`config.mk`:
```
export PLATFORM = sky130hd
export DESIGN_NAME = shift_sched_rr
export DESIGN_NICKNAME = d
export VERILOG_FILES = /design/src/rtl/shift_sched_rr.sv
export SDC_FILE = /design/constraint.sdc
export NUM_CORES = 1
export LEC_CHECK = 0
export CAP_MARGIN = 20
export CORE_UTILIZATION = 45
export CTS_CLUSTER_DIAMETER = 60
export DETAILED_ROUTE_END_ITERATION = 6
export PLACE_DENSITY = 0.85
export SYNTH_ARGS = -nofsm -noshare
export SYNTH_HDL_FRONTEND = slang
export SYNTH_SLANG_ARGS = --single-unit
```
`constraint.sdc`:
```
create_clock -name clk -period 2.2 [get_ports clk]
set_clock_uncertainty 0.15 [all_clocks]
set_input_delay 0.44 -clock clk [delete_from_list [all_inputs] [get_ports clk]]
set_output_delay 0.44 -clock clk [all_outputs]
set_load 0.02 [all_outputs]
```
`src/rtl/shift_sched_rr.sv`:
```
`default_nettype none
// ============================================================================
// Module      : shift_sched_rr
// Description : Shares one bit-serial logical shifter between two requesters.
//               A round-robin arbiter grants the shifter, latches the winner's
//               operand/amount/direction, shifts one position per cycle and
//               returns the result with a one-cycle done pulse.
// Ports       : clk, reset_n (async, active low)
//               req0/dir0/data0/amt0, req1/dir1/data1/amt1 : requester inputs
//               gnt0/gnt1   : one-cycle grant pulses (operands latched)
//               done0/done1 : one-cycle completion pulses
//               result      : last completed result, held until next completion
//               busy        : high whenever the scheduler is not idle
// Revision    : 1.0 - initial release
// ============================================================================
module shift_sched_rr #(
  parameter int WIDTH = 8,
  parameter int AMT_W = 8
) (
  input  logic             clk,
  input  logic             reset_n,
  input  logic             req0,
  input  logic             dir0,
  input  logic [WIDTH-1:0] data0,
  input  logic [AMT_W-1:0] amt0,
  input  logic             req1,
  input  logic             dir1,
  input  logic [WIDTH-1:0] data1,
  input  logic [AMT_W-1:0] amt1,
  output logic             gnt0,
  output logic             gnt1,
  output logic             done0,
  output logic             done1,
  output logic [WIDTH-1:0] result,
  output logic             busy
);

  // Counter must be able to hold WIDTH itself (saturated amount).
  localparam int CNT_W = $clog2(WIDTH + 1);

  typedef enum logic [1:0] {
    ST_IDLE  = 2'd0,
    ST_SHIFT = 2'd1,
    ST_DONE  = 2'd2
  } state_t;

  state_t             state_q,  state_d;
  logic [WIDTH-1:0]   sreg_q,   sreg_d;
  logic [CNT_W-1:0]   cnt_q,    cnt_d;
  logic               dir_q,    dir_d;
  logic               owner_q,  owner_d;  // requester currently being served
  logic               last_q,   last_d;   // last-served pointer
  logic               gnt0_q,   gnt0_d;
  logic               gnt1_q,   gnt1_d;
  logic               done0_q,  done0_d;
  logic               done1_q,  done1_d;
  logic [WIDTH-1:0]   result_q, result_d;
  logic               busy_q,   busy_d;

  logic               pick1;
  logic [AMT_W-1:0]   amt_sel;

  // Requester 1 wins when it is alone, or when both ask and 0 was served last.
  assign pick1   = req1 && (!req0 || !last_q);
  assign amt_sel = pick1 ? amt1 : amt0;

  always_comb begin
    state_d  = state_q;
    sreg_d   = sreg_q;
    cnt_d    = cnt_q;
    dir_d    = dir_q;
    owner_d  = owner_q;
    last_d   = last_q;
    result_d = result_q;
    gnt0_d   = 1'b0;
    gnt1_d   = 1'b0;
    done0_d  = 1'b0;
    done1_d  = 1'b0;

    case (state_q)
      ST_IDLE: begin
        if (req0 || req1) begin
          owner_d = pick1;
          sreg_d  = pick1 ? data1 : data0;
          dir_d   = pick1 ? dir1  : dir0;
          // Amounts of WIDTH or more all clear the operand; cap the cycle count.
          if (int'(amt_sel) >= WIDTH) begin
            cnt_d = CNT_W'(WIDTH);
          end else begin
            cnt_d = CNT_W'(amt_sel);
          end
          gnt0_d  = !pick1;
          gnt1_d  = pick1;
          state_d = ST_SHIFT;
        end
      end

      ST_SHIFT: begin
        if (cnt_q != '0) begin
          sreg_d = dir_q ? (sreg_q >> 1) : (sreg_q << 1);
          cnt_d  = cnt_q - 1'b1;
        end else begin
          result_d = sreg_q;
          done0_d  = !owner_q;
          done1_d  = owner_q;
          last_d   = owner_q;
          state_d  = ST_DONE;
        end
      end

      ST_DONE: begin
        state_d = ST_IDLE;
      end

      default: begin
        state_d = ST_IDLE;
      end
    endcase

    busy_d = (state_d != ST_IDLE);
  end

  always_ff @(posedge clk or negedge reset_n) begin
    if (!reset_n) begin
      state_q  <= ST_IDLE;
      sreg_q   <= '0;
      cnt_q    <= '0;
      dir_q    <= 1'b0;
      owner_q  <= 1'b0;
      last_q   <= 1'b1;
      gnt0_q   <= 1'b0;
      gnt1_q   <= 1'b0;
      done0_q  <= 1'b0;
      done1_q  <= 1'b0;
      result_q <= '0;
      busy_q   <= 1'b0;
    end else begin
      state_q  <= state_d;
      sreg_q   <= sreg_d;
      cnt_q    <= cnt_d;
      dir_q    <= dir_d;
      owner_q  <= owner_d;
      last_q   <= last_d;
      gnt0_q   <= gnt0_d;
      gnt1_q   <= gnt1_d;
      done0_q  <= done0_d;
      done1_q  <= done1_d;
      result_q <= result_d;
      busy_q   <= busy_d;
    end
  end

  assign gnt0   = gnt0_q;
  assign gnt1   = gnt1_q;
  assign done0  = done0_q;
  assign done1  = done1_q;
  assign result = result_q;
  assign busy   = busy_q;

endmodule
`default_nettype wire

```
==> results of run 1 <==
-- worst max-delay path: stages, from the launching register on --
cell and delay [ns]:
dfrtp_1 0.41, inv_1 0.07, ha_1 0.18, or3b_4 0.42
a22oi_4 0.24, buf_12 0.17, a21oi_1 0.05, a22o_2 0.23
-- power breakdown --
group	internal [W]	switching, W	leakage [nW]
clock	0.000155	0.000184	0.0353
combinational	0.000843	0.000787	0.608
sequential	0.000812	0.000210	0.374
total	0.00181	0.00118	1.02
-- cell usage after synthesis (2+ instances only) --
master	number	area share, %
and2_1	2	0.83
nor2_1	6	1.5
o21ai_0	3	0.99
a21oi_1	8	2.6
clkbuf_1	5	1.2
a22o_2	6	4.0
or2_2	2	0.83
nand3_1	8	2.6
buf_2	2	0.66
dfrtp_1	29	48
a21o_1	2	0.99
a31oi_1	2	0.83
mux2i_1	9	6.0
nor3_1	2	0.66
nand2_1	45	11
inv_1	5	1.2
-- path summary, 6_finish.rpt --
path | endpoint | slack [ns] | cells past startpoint
max | sreg_q[5]$_DFFE_PN0P_ | 0.17 | 7
min | done0$_DFF_PN0_ | 0.31 | 1
max reg2reg | sreg_q[5]$_DFFE_PN0P_ | 0.17 | 7
min reg2reg | done0$_DFF_PN0_ | 0.31 | 1
max in group asynchronous | last_q$_DFFE_PN1P_ | 1.25 | 2
min in group asynchronous | done1$_DFF_PN0_ | 0.35 | 2
-- stage by stage --
stage          utilization [%]  total power (W)  cell area, um^2  hold WS [ns]
3_3_place_gp              67.6          0.00257             2120         0.287
2_1_floorplan                -          0.00207             1510      -0.00559
3_5_place_dp              67.6          0.00266             2120         0.292
4_1_cts                   69.6          0.00301             2180         0.316
6_report                  69.6          0.00299             2180         0.311
5_1_grt                   69.6          0.00322             2180         0.335
-- registers in the layout (all words and copies together), names as in the netlist --
name	flops
sreg_q	8
cnt_q	4
done0	1
owner_q	1
result	8
last_q	1
gnt1	1
gnt0	1
state_q	2
busy	1
done1	1
dir_q	1
-- cells by family (layout without fill, tap and decap cells) --
family                   Yosys count  after routing  share of synthesized area (%)
multiplexers                      10             10                           6.70
flip-flops                        30             30                           49.7
AO/OA/AOI/OAI                     31             31                           16.0
AND/OR/NAND/NOR                   75             75                           22.6
buffers and inverters             14             74                           4.14
adder cells (fa/ha/maj)            1              1                          0.827
-- final cells by class --
type | count | area (um^2)
well taps | 44 | 55.1
clock buffers | 7 | 55.1
fillers | 263 | 952
repair buffers | 60 | 588
inverters | 6 | 22.5
clock inverters | 1 | 5.00
flip-flops and latches | 30 | 752
multi-input cells | 117 | 698
-- per-layer routing --
layer	GRT usage, %	vias to the layer above	routed length, um
met4	13.3	0	103
met3	6.06	9	196
met2	38.4	58	1720
li1	-	678	-
met5	0	-	0
met1	24.7	634	1470
==> out/metrics.csv, run 1 <==
metric,value,unit
status,completed,
routed length per instance,13.2,um
drc violations,0,
largest net degree at the start of global routing,31,
CTS root buf,clkbuf_4,
dpl cells,257,
post-synthesis cell count,161,
post_cts resized,0,
postcts setup bufs,0,
post-synthesis cell area,1510,um^2
most frequent cells in the layout,"clkdlybuf4s50_1, nand2_1, dfrtp_1",
post-DP HPWL,2660,um
clock sink count,30,
MaxCap Viol Count,0,
Synth Area per Inst,9.40,um^2
Final nets,259,
required time of the critical path,2.28,ns
Synth Warn #,0,
CP Capture Type,flop,
vias in the first global route,1345,
remaining antenna violation count after routing,0,
layout cells sized above 1,14.0,%
CTS tree,done,
Async SR Flop Fraction,100,%
Worst EP arrival,2.10,ns
core area,3130,um^2
LEAKAGE,1.02,nW
Synth Register Bits,30,
I/O pins,51,
Yosys cell types,41,
Critical R2R Launch,cnt_q[0]$_DFFE_PN0P_,
"Clk Latency, worst-skew pair",0.33,ns
Worst setup startpoint,cnt_q[0]$_DFFE_PN0P_,
# setup viols final,0,
Main synth FF type,dfrtp_1,
hold buffer count at CTS,0,
Die Wd,60.0,um
DR vias,1379,
Hold Crit Start,owner_q$_DFFE_PN0P_,
"EDFF count, synth",0,
gr usage total,22.4,%
Port Buffers,50,
"Seq/Total Area, Yosys",49.7,%
CTS H-tree lvls,2,
Layout Cells excl Fill,265,
Initial Util,48.4,%
setup TNS,0,ns
Max VDD drop,0.000496,V
Hold/Removal Path Class,reg2reg,
RSZ-0062 raised after global routing,no,
"Clk pin slew, worst setup/hold paths",0.09,ns
post-route setup slack,0.172,ns
vias per cell,5.20,
Num CTS Buffers,5,
period utilisation layout,92.2,%
Peak Freq,0.493,GHz
initial antenna violation count,0,
Slew headroom,71.1,%
Post-Syn Nets,200,
Worst setup SP type,flop,
critical-path maximum fanout,16,
Fin. Hold Viols,0,
GRT Residual Overflow,0,
ANT cells,0,
GP Congestion,0.828,
Max Slew Vio Count,0,
Die Ht,60.0,um
pre-CTS setup slack,0.0220,ns
initial DRC count,44,
"commonest non-fill, non-tap cell in the layout",clkdlybuf4s50_1,
WL final,3490,um
WS Path Type,reg2reg,
Cell Pwr Density,1370,nW/um^2
Row Count,20,
DR pass1 iterations,4,
first-pass GRT wire length,5770,um
Period minus WS final,2.03,ns
die area,3600,um^2
Layout area overhead,43.8,%
worst-margin pin slew,0.434,ns
clk buf depth,2,
(Power assumes the default switching activity.)
==> inputs of run 2 (changes only) <==
- CAP_MARGIN: 20 -> not set
- SETUP_SLACK_MARGIN: not set -> 0.15
==> out/metrics.csv, run 2 (synthesis results as in run 1) <==
metric,value,unit,change
status,completed,,
crit path to,sreg_q[5]$_DFFE_PN0P_,,
initial antenna violation count,0,,unchanged
slowest CP cell,dfrtp_1,,
Max Slew Vio Count,0,,unchanged
gr usage total,22.4,%,unchanged
vias in the first global route,1345,,unchanged
final hold slack,0.310,ns,-0.000737 ns
fillers,248,,-5.7%
required time of the critical path,2.28,ns,about the same
"Largest stage delay, worst path",0.41,ns,about the same
Final nets,263,,+1.5%
Hold Crit Start,owner_q$_DFFE_PN0P_,,
"CP delay by family, top",compound AO/OA/AOI/OAI gates,,
layout cells sized above 1,16.4,%,+2.4 points
Peak Freq,0.505,GHz,+2.3%
CTS H-tree lvls,2,,unchanged
I/O pins,51,,unchanged
Worst setup startpoint,cnt_q[0]$_DFFE_PN0P_,,
LEAKAGE,1.04,nW,+2.7%
worst-margin pin slew,0.453,ns,+0.0191 ns
drc violations,0,,unchanged
Combinational Power Share,57.1,%,+2.6 points
# setup viols final,0,,unchanged
Power Total,0.00319,W,+6.6%
GR Util met2,38.4,%,unchanged
Cell Pwr Density,1420,nW/um^2,+3.5%
Layout Cells excl Fill,269,,+1.5%
routed length per instance,14.2,um,+7.7%
Slew headroom,69.8,%,-1.3 points
post-layout util,71.7,%,+2.1 points
"setup slack, reg-to-reg",0.22,ns,+0.05 ns
CTS root buf,clkbuf_4,,
first-pass GRT wire length,5770,um,unchanged
"Clk Latency, worst-skew pair",0.33,ns,about the same
Switch Pwr,0.00126,W,+6.5%
Hold/Removal Path Class,reg2reg,,
"Clk pin slew, worst setup/hold paths",0.09,ns,about the same
clock sink count,30,,unchanged
critical-path maximum fanout,8,,-8
GP Congestion,0.828,,unchanged
switching share of power,39.4,%,-0.062 points
met1 Track Usage GR,24.7,%,unchanged
Period minus WS final,1.98,ns,-0.0462 ns
Worst setup SP type,flop,,
remaining antenna violation count after routing,0,,unchanged
RSZ-0062 raised after global routing,yes,,
GR peak layer,met2,,
Worst Reg-to-Reg Cells,7,,unchanged
CP Cell Sequence,"inv_1, ha_2, or3b_4, a22oi_4, buf_12, a21oi_1, a22o_2",,
CP Capture Type,flop,,
initial DRC count,99,,+130%
CTS tree,done,,
Clock Power Share,10.7,%,-0.6 points
post-DP HPWL,2660,um,unchanged
setup TNS,0,ns,unchanged
dpl cells,257,,unchanged
die area,3600,um^2,unchanged
Die Ht,60.0,um,unchanged
Row Count,20,,unchanged
largest net degree at the start of global routing,31,,unchanged
period utilisation layout,90.1,%,-2.1 points
WS Path Type,reg2reg,,
GRT met3 Usage,6.06,%,unchanged
Layout area overhead,48.2,%,
Critical path buffers and inverters,2,,unchanged
vias per cell,5.30,,+1.9%
Fin. Hold Viols,0,,unchanged
Num CTS Buffers,5,,unchanged
clk buf depth,2,,unchanged
core area,3130,um^2,unchanged
ANT cells,0,,unchanged
Worst EP arrival,2.06,ns,-0.04 ns
DR vias,1426,,+3.4%
Initial Util,48.4,%,unchanged
internal power,0.00193,W,+6.7%
Max VDD drop,0.000502,V,+1.0%
MaxCap Viol Count,0,,unchanged
most frequent cells in the layout,"clkdlybuf4s50_1, nand2_1, dfrtp_1",,
DR pass1 iterations,4,,unchanged
Die Wd,60.0,um,unchanged
sequential share of power,32.2,%,-2.0 points
GRT Residual Overflow,0,,unchanged
"commonest non-fill, non-tap cell in the layout",clkdlybuf4s50_1,,
WL final,3820,um,+9.3%
Port Buffers,50,,unchanged
Crit. path cell count,7,,unchanged
worst flop-to-flop path endpoint,sreg_q[5]$_DFFE_PN0P_,,
Critical R2R Launch,cnt_q[0]$_DFFE_PN0P_,,
## run 2: cell types whose count changed in the layout (fill, tap and decap cells not counted), sizes merged
cell | before | now
clkinvlp | 0 | 1
clkbuf | 7 | 8
buf | 10 | 13
clkinv | 2 | 1
## run 2: repair_timing
action,CTS,global route
resized for setup,0,2
setup buffers,0,3
hold buffers,0,0
setup endpoints to repair,0,9
## run 2: worst register-to-register path, delay by kind of cell, from the launching register on
kind | cells | cell delay (ns)
and+or+nand+nor | 1 | 0.41
buffers and inverters | 2 | 0.22
DFF | 1 | 0.41
AOI/OAI and AO/OA | 3 | 0.51
adders and majority gates | 1 | 0.18
## run 2: how the worst min path moves through the flow
stage                      endpoint  cells after the start
floorplan            busy$_DFF_PN0_                      0
CTS                 done0$_DFF_PN0_                      1
global route        done0$_DFF_PN0_                      1
finish              done0$_DFF_PN0_                      1
global placement    done0$_DFF_PN0_                      1
detailed placement  done0$_DFF_PN0_                      1
## run 2: layout make-up
type | instances | area, um^2 | share of cell area, %
multi-input cells | 117 | 701 | 31.3
flip-flops and latches | 30 | 752 | 33.5
repair buffers | 64 | 648 | 28.9
clock inverters | 1 | 5.00 | 0.223
clock buffers | 7 | 55.1 | 2.46
well taps | 44 | 55.1 | 2.46
inverters | 6 | 26.3 | 1.17
## run 2: power groups by stage
stage	clock network (W)	logic, W	registers, W
after floorplan	0	0.00100	0.00107
after global placement	0	0.00156	0.00101
after detailed placement	0	0.00162	0.00103
after CTS	0.000348	0.00164	0.00102
after global routing	0.000378	0.00197	0.00106
final	0.000341	0.00182	0.00103
## run 2: metal layers
metal | vias up | wire (um)
li1 | 683 | -
met3 | 10 | 238
met5 | - | 0
met4 | 0 | 101
met1 | 669 | 1530
met2 | 64 | 1940
## run 2: metrics by stage
step / cell area [um^2] / setup slack [ns]
after floorplan: 1510 / 0.240
after global placement: 2120 / 0.0978
after detailed placement: 2120 / 0.0220
after CTS: 2180 / 0.168
after global routing: 2240 / 0.133
final: 2240 / 0.219
==> inputs of run 3 (changes only) <==
- RECOVER_POWER: not set -> 100
==> out/metrics.csv, run 3 (synthesis results as in run 1) <==
metric,value,unit,change
post-DP HPWL,2660,um,unchanged
post-layout util,71.3,%,-0.40 points
CTS tree,done,,
die area,3600,um^2,unchanged
RSZ-0062 raised after global routing,yes,,
clock sink count,30,,unchanged
Hold/Removal Path Class,reg2reg,,
Slew headroom,51.4,%,-18 points
final hold slack,0.311,ns,+0.000746 ns
critical-path maximum fanout,10,,+2
layout cells sized above 1,14.7,%,-1.8 points
ANT cells,0,,unchanged
Crit. path cell count,6,,-1
Worst setup startpoint,cnt_q[0]$_DFFE_PN0P_,,
drc violations,0,,unchanged
largest net degree at the start of global routing,31,,unchanged
status,completed,,
MaxCap Viol Count,0,,unchanged
Row Count,20,,unchanged
Die Wd,60.0,um,unchanged
I/O pins,51,,unchanged
Die Ht,60.0,um,unchanged
Critical R2R Launch,cnt_q[0]$_DFFE_PN0P_,,
Num CTS Buffers,5,,unchanged
required time of the critical path,2.32,ns,+0.04 ns
vias per cell,5.37,,+1.3%
most frequent cells in the layout,"nand2_1, clkdlybuf4s50_1, dfrtp_1",,
CTS root buf,clkbuf_4,,
GP Congestion,0.828,,unchanged
gr usage total,22.4,%,unchanged
WL final,3810,um,-0.21%
Cell Pwr Density,1410,nW/um^2,-1.2%
CP Cell Sequence,"inv_1, ha_2, or3b_1, or2_2, buf_4, a21o_1",,
CP Capture Type,flop,,
"Largest stage delay, worst path",0.45,ns,+0.04 ns
DR vias,1445,,+1.3%
WS Path Type,reg2reg,,
Fin. Hold Viols,0,,unchanged
Critical path buffers and inverters,2,,unchanged
Port Buffers,50,,unchanged
Peak Freq,0.491,GHz,-2.7%
setup TNS,0,ns,unchanged
slowest CP cell,or3b_1,,
DR pass1 iterations,4,,unchanged
Worst Reg-to-Reg Cells,6,,-1
"setup slack, reg-to-reg",0.16,ns,-0.06 ns
"Clk pin slew, worst setup/hold paths",0.09,ns,about the same
"commonest non-fill, non-tap cell in the layout",nand2_1,,
first-pass GRT wire length,5770,um,unchanged
Initial Util,48.4,%,unchanged
remaining antenna violation count after routing,0,,unchanged
Max VDD drop,0.000502,V,about the same
# setup viols final,0,,unchanged
LEAKAGE,1.06,nW,+1.9%
Max Slew Vio Count,0,,unchanged
worst-margin pin slew,0.730,ns,+0.276 ns
CTS H-tree lvls,2,,unchanged
"CP delay by family, top",simple AND/OR/NAND/NOR gates,,
initial DRC count,74,,-25%
"Clk Latency, worst-skew pair",0.33,ns,about the same
crit path to,last_q$_DFFE_PN1P_,,
Worst EP arrival,2.15,ns,+0.09 ns
worst flop-to-flop path endpoint,last_q$_DFFE_PN1P_,,
Final nets,263,,unchanged
routed length per instance,14.2,um,-0.21%
core area,3130,um^2,unchanged
vias in the first global route,1345,,unchanged
period utilisation layout,92.6,%,+2.5 points
clk buf depth,2,,unchanged
hold buffer count at CTS,0,,unchanged
Period minus WS final,2.04,ns,+0.0556 ns
Layout area overhead,47.4,%,
GRT Residual Overflow,0,,unchanged
initial antenna violation count,0,,unchanged
Worst setup SP type,flop,,
-- run 3: cell count changes in the layout (fill, tap and decap cells not counted) --
cell / before / now
clkdlybuf4s50_1: 50 / 35
dlygate4sd3_1: 0 / 15
buf_4: 11 / 8
clkbuf_1: 1 / 3
a21bo_1: 0 / 1
a21bo_2: 1 / 0
clkbuf_2: 0 / 1
or3b_1: 0 / 1
or3b_4: 1 / 0
-- run 3: where the power goes --
group	switching (W)	total (W)	leakage (nW)	internal (W)
Sequential	0.000212	0.00102	0.374	0.000812
Combinational	0.000855	0.00177	0.655	0.000913
Clock	0.000188	0.000343	0.0353	0.000155
-- run 3: worst min-delay path by stage --
stage	start	to	cells after the start
floorplan	reset_n	busy$_DFF_PN0_	0
global placement	owner_q$_DFFE_PN0P_	done0$_DFF_PN0_	1
detailed placement	owner_q$_DFFE_PN0P_	done0$_DFF_PN0_	1
CTS	owner_q$_DFFE_PN0P_	done0$_DFF_PN0_	1
global route	owner_q$_DFFE_PN0P_	done0$_DFF_PN0_	1
finish	owner_q$_DFFE_PN0P_	done0$_DFF_PN0_	1
-- run 3: metal layers --
layer,up-vias,GRT usage (%),part of all wire [%]
met5,-,0,0
met4,0,13.3,3.0
met3,14,6.06,5.4
met2,63,38.4,50
met1,683,24.7,41
li1,685,-,-
-- run 3: through the flow --
step                instance area [um^2]  total power, W  instances  setup slack, ns
floorplan                           1510         0.00207        161            0.240
global placement                    2120         0.00257        257           0.0978
detailed placement                  2120         0.00266        257           0.0220
CTS                                 2180         0.00301        265            0.168
global route                        2230         0.00336        269           0.0728
finish                              2230         0.00313        269            0.163
-- run 3: area by class of cell --
type	count	area, um^2
Sequential cell	30	752
Timing Repair Buffer	64	638
Clock inverter	1	5.00
Clock buffer	7	55.1
Inverter	6	26.3
Multi-Input combinational cell	117	698
Tap cell	44	55.1
Fill cell	249	898
-- run 3: timing repair --
action / in CTS / in global routing
setup endpoints to repair: 0 / 9
resized for setup: 0 / 2
buffers inserted: 0 / 3
-- run 3: worst reg2reg max path: cells and delay by family (launching register included) --
family,cells,cell delay [ns]
buffers and inverters,2,0.26
flip-flops,1,0.41
AND/OR/NAND/NOR,2,0.80
AO/OA/AOI/OAI,1,0.18
adder cells (fa/ha/maj),1,0.18
